File: src/rtl/mem_lsu.sv
// mem_lsu: load/store unit for the memory stage, directly upstream of the data cache.
// Takes one load or store per request handshake, rejects misaligned accesses
// without touching the cache, holds the cache request stable until the cache
// reports a hit or a write completion, extends load data and returns a response.
module mem_lsu #(
    parameter int ADDR_WIDTH = 64,
    parameter int DATA_WIDTH = 64,
    parameter int TAG_WIDTH  = 5
) (
    input  logic                  clk,
    input  logic                  reset,
    input  logic                  flush,
    input  logic                  req_valid,
    output logic                  req_ready,
    input  logic                  req_wrn,
    input  logic [ADDR_WIDTH-1:0] req_addr,
    input  logic [DATA_WIDTH-1:0] req_wdata,
    input  logic [1:0]            req_size,
    input  logic                  req_unsigned,
    input  logic [TAG_WIDTH-1:0]  req_tag,
    output logic                  resp_valid,
    input  logic                  resp_ready,
    output logic [DATA_WIDTH-1:0] resp_data,
    output logic [TAG_WIDTH-1:0]  resp_tag,
    output logic                  resp_misaligned,
    output logic                  resp_is_store,
    output logic [ADDR_WIDTH-1:0] dc_addr,
    output logic [DATA_WIDTH-1:0] dc_wdata,
    output logic [1:0]            dc_wlen,
    output logic                  dc_enable,
    output logic                  dc_wrn,
    input  logic [DATA_WIDTH-1:0] dc_rdata,
    input  logic                  dc_valid,
    input  logic                  dc_write_done,
    output logic [31:0]           stall_cycles
);

    typedef enum logic [1:0] {
        IDLE   = 2'd0,
        ACCESS = 2'd1,
        RESP   = 2'd2
    } state_t;

    state_t                  state_r;
    state_t                  next_state_s;
    logic                    accept_s;
    logic                    mis_s;
    logic                    done_s;
    logic [ADDR_WIDTH-1:0]   addr_r;
    logic [DATA_WIDTH-1:0]   wdata_r;
    logic [1:0]              size_r;
    logic                    unsigned_r;
    logic                    wrn_r;
    logic [TAG_WIDTH-1:0]    tag_r;
    logic                    mis_r;
    logic                    kill_r;
    logic [DATA_WIDTH-1:0]   resp_data_r;
    logic [31:0]             stall_r;

    // An access is misaligned when any address bit below the access size is set.
    function automatic logic is_misaligned(input logic [2:0] lane, input logic [1:0] size);
        logic mis;
        case (size)
            2'd0:    mis = 1'b0;
            2'd1:    mis = lane[0];
            2'd2:    mis = |lane[1:0];
            default: mis = |lane[2:0];
        endcase
        return mis;
    endfunction

    // Pick the addressed field out of the cache word and sign/zero-extend it.
    function automatic logic [DATA_WIDTH-1:0] extract_load(input logic [DATA_WIDTH-1:0] word,
                                                           input logic [2:0] lane,
                                                           input logic [1:0] size,
                                                           input logic uns);
        logic [DATA_WIDTH-1:0] sh;
        logic [DATA_WIDTH-1:0] res;
        sh = word >> {lane, 3'b000};
        case (size)
            2'd0:    res = {{(DATA_WIDTH-8){~uns & sh[7]}}, sh[7:0]};
            2'd1:    res = {{(DATA_WIDTH-16){~uns & sh[15]}}, sh[15:0]};
            2'd2:    res = {{(DATA_WIDTH-32){~uns & sh[31]}}, sh[31:0]};
            default: res = sh;
        endcase
        return res;
    endfunction

    // Handshake is closed while in reset and while a flush is active, so a
    // flushed cycle never looks like an accepted request to the pipeline.
    assign req_ready = reset & ~flush & ((state_r == IDLE) | ((state_r == RESP) & resp_ready));
    assign accept_s  = req_valid & req_ready;
    assign mis_s     = is_misaligned(req_addr[2:0], req_size);
    assign done_s    = wrn_r ? dc_write_done : dc_valid;

    assign dc_enable       = (state_r == ACCESS);
    assign dc_addr         = addr_r;
    assign dc_wdata        = wdata_r;
    assign dc_wlen         = size_r;
    assign dc_wrn          = wrn_r;
    assign resp_valid      = (state_r == RESP);
    assign resp_data       = resp_data_r;
    assign resp_tag        = tag_r;
    assign resp_misaligned = mis_r;
    assign resp_is_store   = wrn_r;
    assign stall_cycles    = stall_r;

    // Next-state decode; flush wins over hits and over a same-cycle accept.
    always_comb begin
        next_state_s = state_r;
        case (state_r)
            IDLE: begin
                if (accept_s) begin
                    next_state_s = mis_s ? RESP : ACCESS;
                end else begin
                    next_state_s = IDLE;
                end
            end
            ACCESS: begin
                if (wrn_r) begin
                    // A store cannot be aborted: wait for the write, then drop the response if flushed.
                    if (dc_write_done) begin
                        next_state_s = (kill_r | flush) ? IDLE : RESP;
                    end else begin
                        next_state_s = ACCESS;
                    end
                end else if (flush) begin
                    next_state_s = IDLE;
                end else if (dc_valid) begin
                    next_state_s = RESP;
                end else begin
                    next_state_s = ACCESS;
                end
            end
            RESP: begin
                if (flush) begin
                    next_state_s = IDLE;
                end else if (resp_ready) begin
                    if (accept_s) begin
                        next_state_s = mis_s ? RESP : ACCESS;
                    end else begin
                        next_state_s = IDLE;
                    end
                end else begin
                    next_state_s = RESP;
                end
            end
            default: next_state_s = IDLE;
        endcase
    end

    // State register.
    always_ff @(posedge clk or negedge reset) begin
        if (!reset) begin
            state_r <= IDLE;
        end else begin
            state_r <= next_state_s;
        end
    end

    // Request capture registers; they drive the cache and response fields.
    always_ff @(posedge clk or negedge reset) begin
        if (!reset) begin
            addr_r     <= '0;
            wdata_r    <= '0;
            size_r     <= 2'd0;
            unsigned_r <= 1'b0;
            wrn_r      <= 1'b0;
            tag_r      <= '0;
            mis_r      <= 1'b0;
        end else if (accept_s) begin
            addr_r     <= req_addr;
            wdata_r    <= req_wdata;
            size_r     <= req_size;
            unsigned_r <= req_unsigned;
            wrn_r      <= req_wrn;
            tag_r      <= req_tag;
            mis_r      <= mis_s;
        end else begin
            addr_r     <= addr_r;
        end
    end

    // Remembers a flush that arrived while a store was still waiting for the cache.
    always_ff @(posedge clk or negedge reset) begin
        if (!reset) begin
            kill_r <= 1'b0;
        end else if (accept_s) begin
            kill_r <= 1'b0;
        end else if ((state_r == ACCESS) && wrn_r && flush) begin
            kill_r <= 1'b1;
        end else begin
            kill_r <= kill_r;
        end
    end

    // Response data: cleared on accept (stores and misaligned return 0), loaded on a hit.
    always_ff @(posedge clk or negedge reset) begin
        if (!reset) begin
            resp_data_r <= '0;
        end else if (accept_s) begin
            resp_data_r <= '0;
        end else if ((state_r == ACCESS) && !wrn_r && dc_valid && !flush) begin
            resp_data_r <= extract_load(dc_rdata, addr_r[2:0], size_r, unsigned_r);
        end else begin
            resp_data_r <= resp_data_r;
        end
    end

    // Saturating count of ACCESS cycles that ended without the cache completing.
    always_ff @(posedge clk or negedge reset) begin
        if (!reset) begin
            stall_r <= 32'd0;
        end else if ((state_r == ACCESS) && !done_s && (stall_r != 32'hFFFF_FFFF)) begin
            stall_r <= stall_r + 32'd1;
        end else begin
            stall_r <= stall_r;
        end
    end

endmodule

File: config.mk
export PLATFORM = sky130hd
export DESIGN_NAME = mem_lsu
export DESIGN_NICKNAME = d
export VERILOG_FILES = /design/src/rtl/mem_lsu.sv
export SDC_FILE = /design/constraint.sdc
export NUM_CORES = 1
export LEC_CHECK = 0
export ABC_AREA = 1
export BUFFER_PORTS_ARGS = -buffer_cell sky130_fd_sc_hd__buf_2
export CAP_MARGIN = 10
export CORE_AREA = 4 4 170 172
export DETAILED_ROUTE_END_ITERATION = 6
export DIE_AREA = 0 0 174 176
export GPL_TIMING_DRIVEN = 0
export PLACE_DENSITY_LB_ADDON = 0.08
export SLEW_MARGIN = 20
export SYNTH_ARGS = -nofsm -noshare
export SYNTH_HDL_FRONTEND = slang
export SYNTH_SLANG_ARGS = --single-unit
File: constraint.sdc
create_clock -name clk -period 2 [get_ports clk]
set_clock_uncertainty 0.15 [all_clocks]
set_input_delay 0.4 -clock clk [delete_from_list [all_inputs] [get_ports clk]]
set_output_delay 0.4 -clock clk [all_outputs]
set_load 0.05 [all_outputs]
==> flow_summary.json <==
{
  "synth_top_area_share": 0.492,
  "cts_buffer_depth": 3,
  "required_ns": 1.45,
  "ys.warnings.count": 0,
  "syn-instance-count": 1679,
  "synth_most_common_cell": "nand2_1",
  "max_freq_mhz": 488,
  "slew_headroom": 0.606,
  "syn_area_per_cell_um2": 7.18,
  "synth.net_count": 1888,
  "seq_area_um2": 5940,
  "wire_per_inst_um": 18.9,
  "dp_slack_ns": -0.759,
  "rr_endpoint": "resp_data[39]",
  "synth_top_area_cell": "dfrtp_1",
  "grt_pass1_vias": 13600,
  "grt_setup_unrepaired": "true",
  "ios": 445,
  "drive_gt1_frac": 0.283,
  "grtUsageTotal": 0.320,
  "startpoint": "state_r[0]",
  "path_max_fanout": 3,
  "finalCoreUtilization": 0.638,
  "num_rows": 61,
  "core_um2": 27500,
  "die_h_um": 176,
  "grt_max_degree": 97,
  "grt_pass1_wl_um": 77000,
  "timing.final.ws_setup_ns": -0.0477,
  "crit_path_cell_trace": "inv_2 > o21a_1 > nand2_1 > nor2_2 > buf_6",
  "routed_wl_um": 50600,
  "power_density_nw_per_um2": 1160,
  "hp-class": "in -> async",
  "arrival_ns": 1.50,
  "mappedNetlistArea_um2": 12100,
  "final_nets": 2519,
  "reg2reg_setup_slack_ns": 0.05,
  "numCtsBuffers": 27,
  "vdd_ir_drop_max_uv": 863,
  "drc_errors": 2,
  "crit_type": "reg -> out",
  "crit_family": "flip-flops",
  "critPathBufInv": 2,
  "clock_sinks": 237,
  "cts_tree": "done",
  "power_leakage_nw": 9.90,
  "tightest_slew_ns": 0.591,
  "die_x_um": 174,
  "synth_flop_cell": "dfrtp_1",
  "routabilityCongestion": 0.976,
  "fillers": 2488,
  "dr.pass1.iters": 7,
  "r2r_start": "dc_addr[1]",
  "root_buffer": "clkbuf_16",
  "drv_slew": 0,
  "setup_viol_count_final": 1,
  "hold_viol": 80,
  "synth_edf_count": 0,
  "hpwl_um": 37400,
  "maxCapViolations": 0,
  "path_clk_slew_ns": 0.06,
  "hold_ws_ns": -0.408,
  "antenna_left": 0,
  "io_buffers": 444,
  "place_inst": 2471,
  "clock_latency_ns": 0.56,
  "cp_slowest_cell": "dfrtp_1",
  "area_delta_synth_final_pct": 45.5,
  "netlist_top_cells_area": "dfrtp_1 49%, nand2_1 28%, nand3_1 4.1%",
  "ys_ff_latch": 237,
  "worst_r2r_path_depth": 9,
  "violations": "design-rule violations, negative hold slack, negative setup slack",
  "multi_input_area_um2": 5540,
  "htree_num_levels": 1,
  "drt-initial-drc-count": 1051,
  "cp-end-kind": "output port",
  "yosys-top-cells-count": "914 x nand2_1, 237 x dfrtp_1, 98 x nand3_1",
  "cts_hold_buf": 139,
  "period_needed_ns": 2.05,
  "tns_ns": -0.0477,
  "async_flop_share": 1.00,
  "layout.cells.non_filler": 2682,
  "cpPeakStageDelay_ns": 0.41,
  "dr_total_vias": 13600,
  "outcome": "finished with violations",
  "synthDistinctLibCells": 35,
  "die_area_um2": 30600,
  "critPathLaunchType": "flip-flop",
  "ys_seq_area_frac": 0.492,
  "initial_utilization": 0.439,
  "crit_cells": 5,
  "grt-ovfl-total": 0,
  "fin_crit_sh": 1.02,
  "antenna_found_initial": 7,
  "avgViaCountPerCell": 5.08
}
## where the power goes
group	internal, W	switching, W	leakage (nW)
logic	0.00228	0.00671	6.41
clock network	0.00301	0.00202	0.432
registers	0.00572	0.000647	3.06
total	0.0110	0.00938	9.90
## worst reg2reg max path: stages, from the launching register on
cell      delay, ns
dfrtp_1        0.39
buf_6          0.15
inv_4          0.08
nand3_1        0.10
a21oi_1        0.22
nand3_1        0.14
nand2_2        0.20
clkbuf_4       0.27
o21ai_1        0.12
nand2_1        0.07
## cells in the final DEF (no fill, tap or decap), types with 5 or more instances in the layout
cell type / synthesis / routed
nand2_1: 914 / 909
buf_2: 55 / 478
dfrtp_1: 237 / 229
dlygate4sd3_1: 0 / 138
nand3_1: 98 / 93
o21ai_1: 64 / 73
o21ai_0: 70 / 51
inv_1: 47 / 45
nor2_1: 50 / 44
buf_4: 10 / 30
clkbuf_16: 0 / 27
clkbuf_4: 0 / 17
clkbuf_1: 20 / 16
a21oi_1: 16 / 16
o211ai_1: 14 / 14
inv_2: 13 / 13
clkbuf_2: 3 / 12
nor3_1: 11 / 11
nand3b_1: 11 / 11
buf_6: 2 / 10
o21ai_2: 0 / 10
xor2_1: 9 / 9
nand2_2: 6 / 8
dfrtp_2: 0 / 8
diode_2: 0 / 7
nor2_2: 1 / 7
clkbuf_8: 0 / 7
nand3_2: 2 / 5
## cell type report
cell class,count,area share
plain buffers,95,0.0338
clock inverters,5,0.00542
diodes,7,0.000999
repair buffers,603,0.221
flip-flops and latches,237,0.339
clock buffers,43,0.0459
well taps,346,0.0247
inverters,61,0.0135
multi-input cells,1285,0.316
## flip-flops by register name, indices dropped and copies added, names as in the netlist
signal / cells
kill_r: 1
resp_tag: 5
dc_addr: 64
dc_wrn: 1
resp_misaligned: 1
stall_cycles: 32
unsigned_r: 1
resp_data: 64
state_r: 2
dc_wlen: 2
dc_wdata: 64
## cell families (layout without fill, tap and decap cells)
logic type      count (synthesis)  after routing  synth area share
flops                         237            237             0.492
buf+inv                       157            807            0.0595
compound gates                166            166            0.0723
other cells                     0              7                 0
fa+ha+maj                       1              1           0.00104
xor+xnor                       12             12           0.00872
simple gates                 1106           1106             0.367
## metal layers
layer / global-route usage / wire length, µm / up-vias
met5: 0 / 20 / -
met1: 0.393 / 19700 / 6277
met3: 0.0788 / 4150 / 172
li1: - / - / 6545
met4: 0.180 / 3280 / 4
met2: 0.519 / 23500 / 627
## worst max path at each step
stage / to / slack, ns
3_3_place_gp: stall_cycles[1] / -4.38
2_1_floorplan: resp_data[33] / 0.002
5_1_grt: req_ready / -0.15
4_1_cts: req_ready / -0.1
6_report: req_ready / -0.05
3_5_place_dp: dc_addr[27] / -0.76
## through the flow
step	area, µm²	power [W]	hold slack [ns]
after floorplan	12100	0.0121	-0.0456
after global placement	14700	0.0147	0.300
after detailed placement	14800	0.0147	0.233
after CTS	17200	0.0201	-0.398
after global routing	17500	0.0214	-0.380
final	17500	0.0204	-0.408
## repair_timing
item / in CTS / in global routing
gates resized for setup: 33 / 102
endpoints found under the setup margin: 204 / 122
pin swaps: 3 / 6
cloned: 1 / 0
setup buffers: 6 / 11
endpoints found under the hold margin: 240 / 64
No activity file was read; power rests on OpenSTA's default activity.
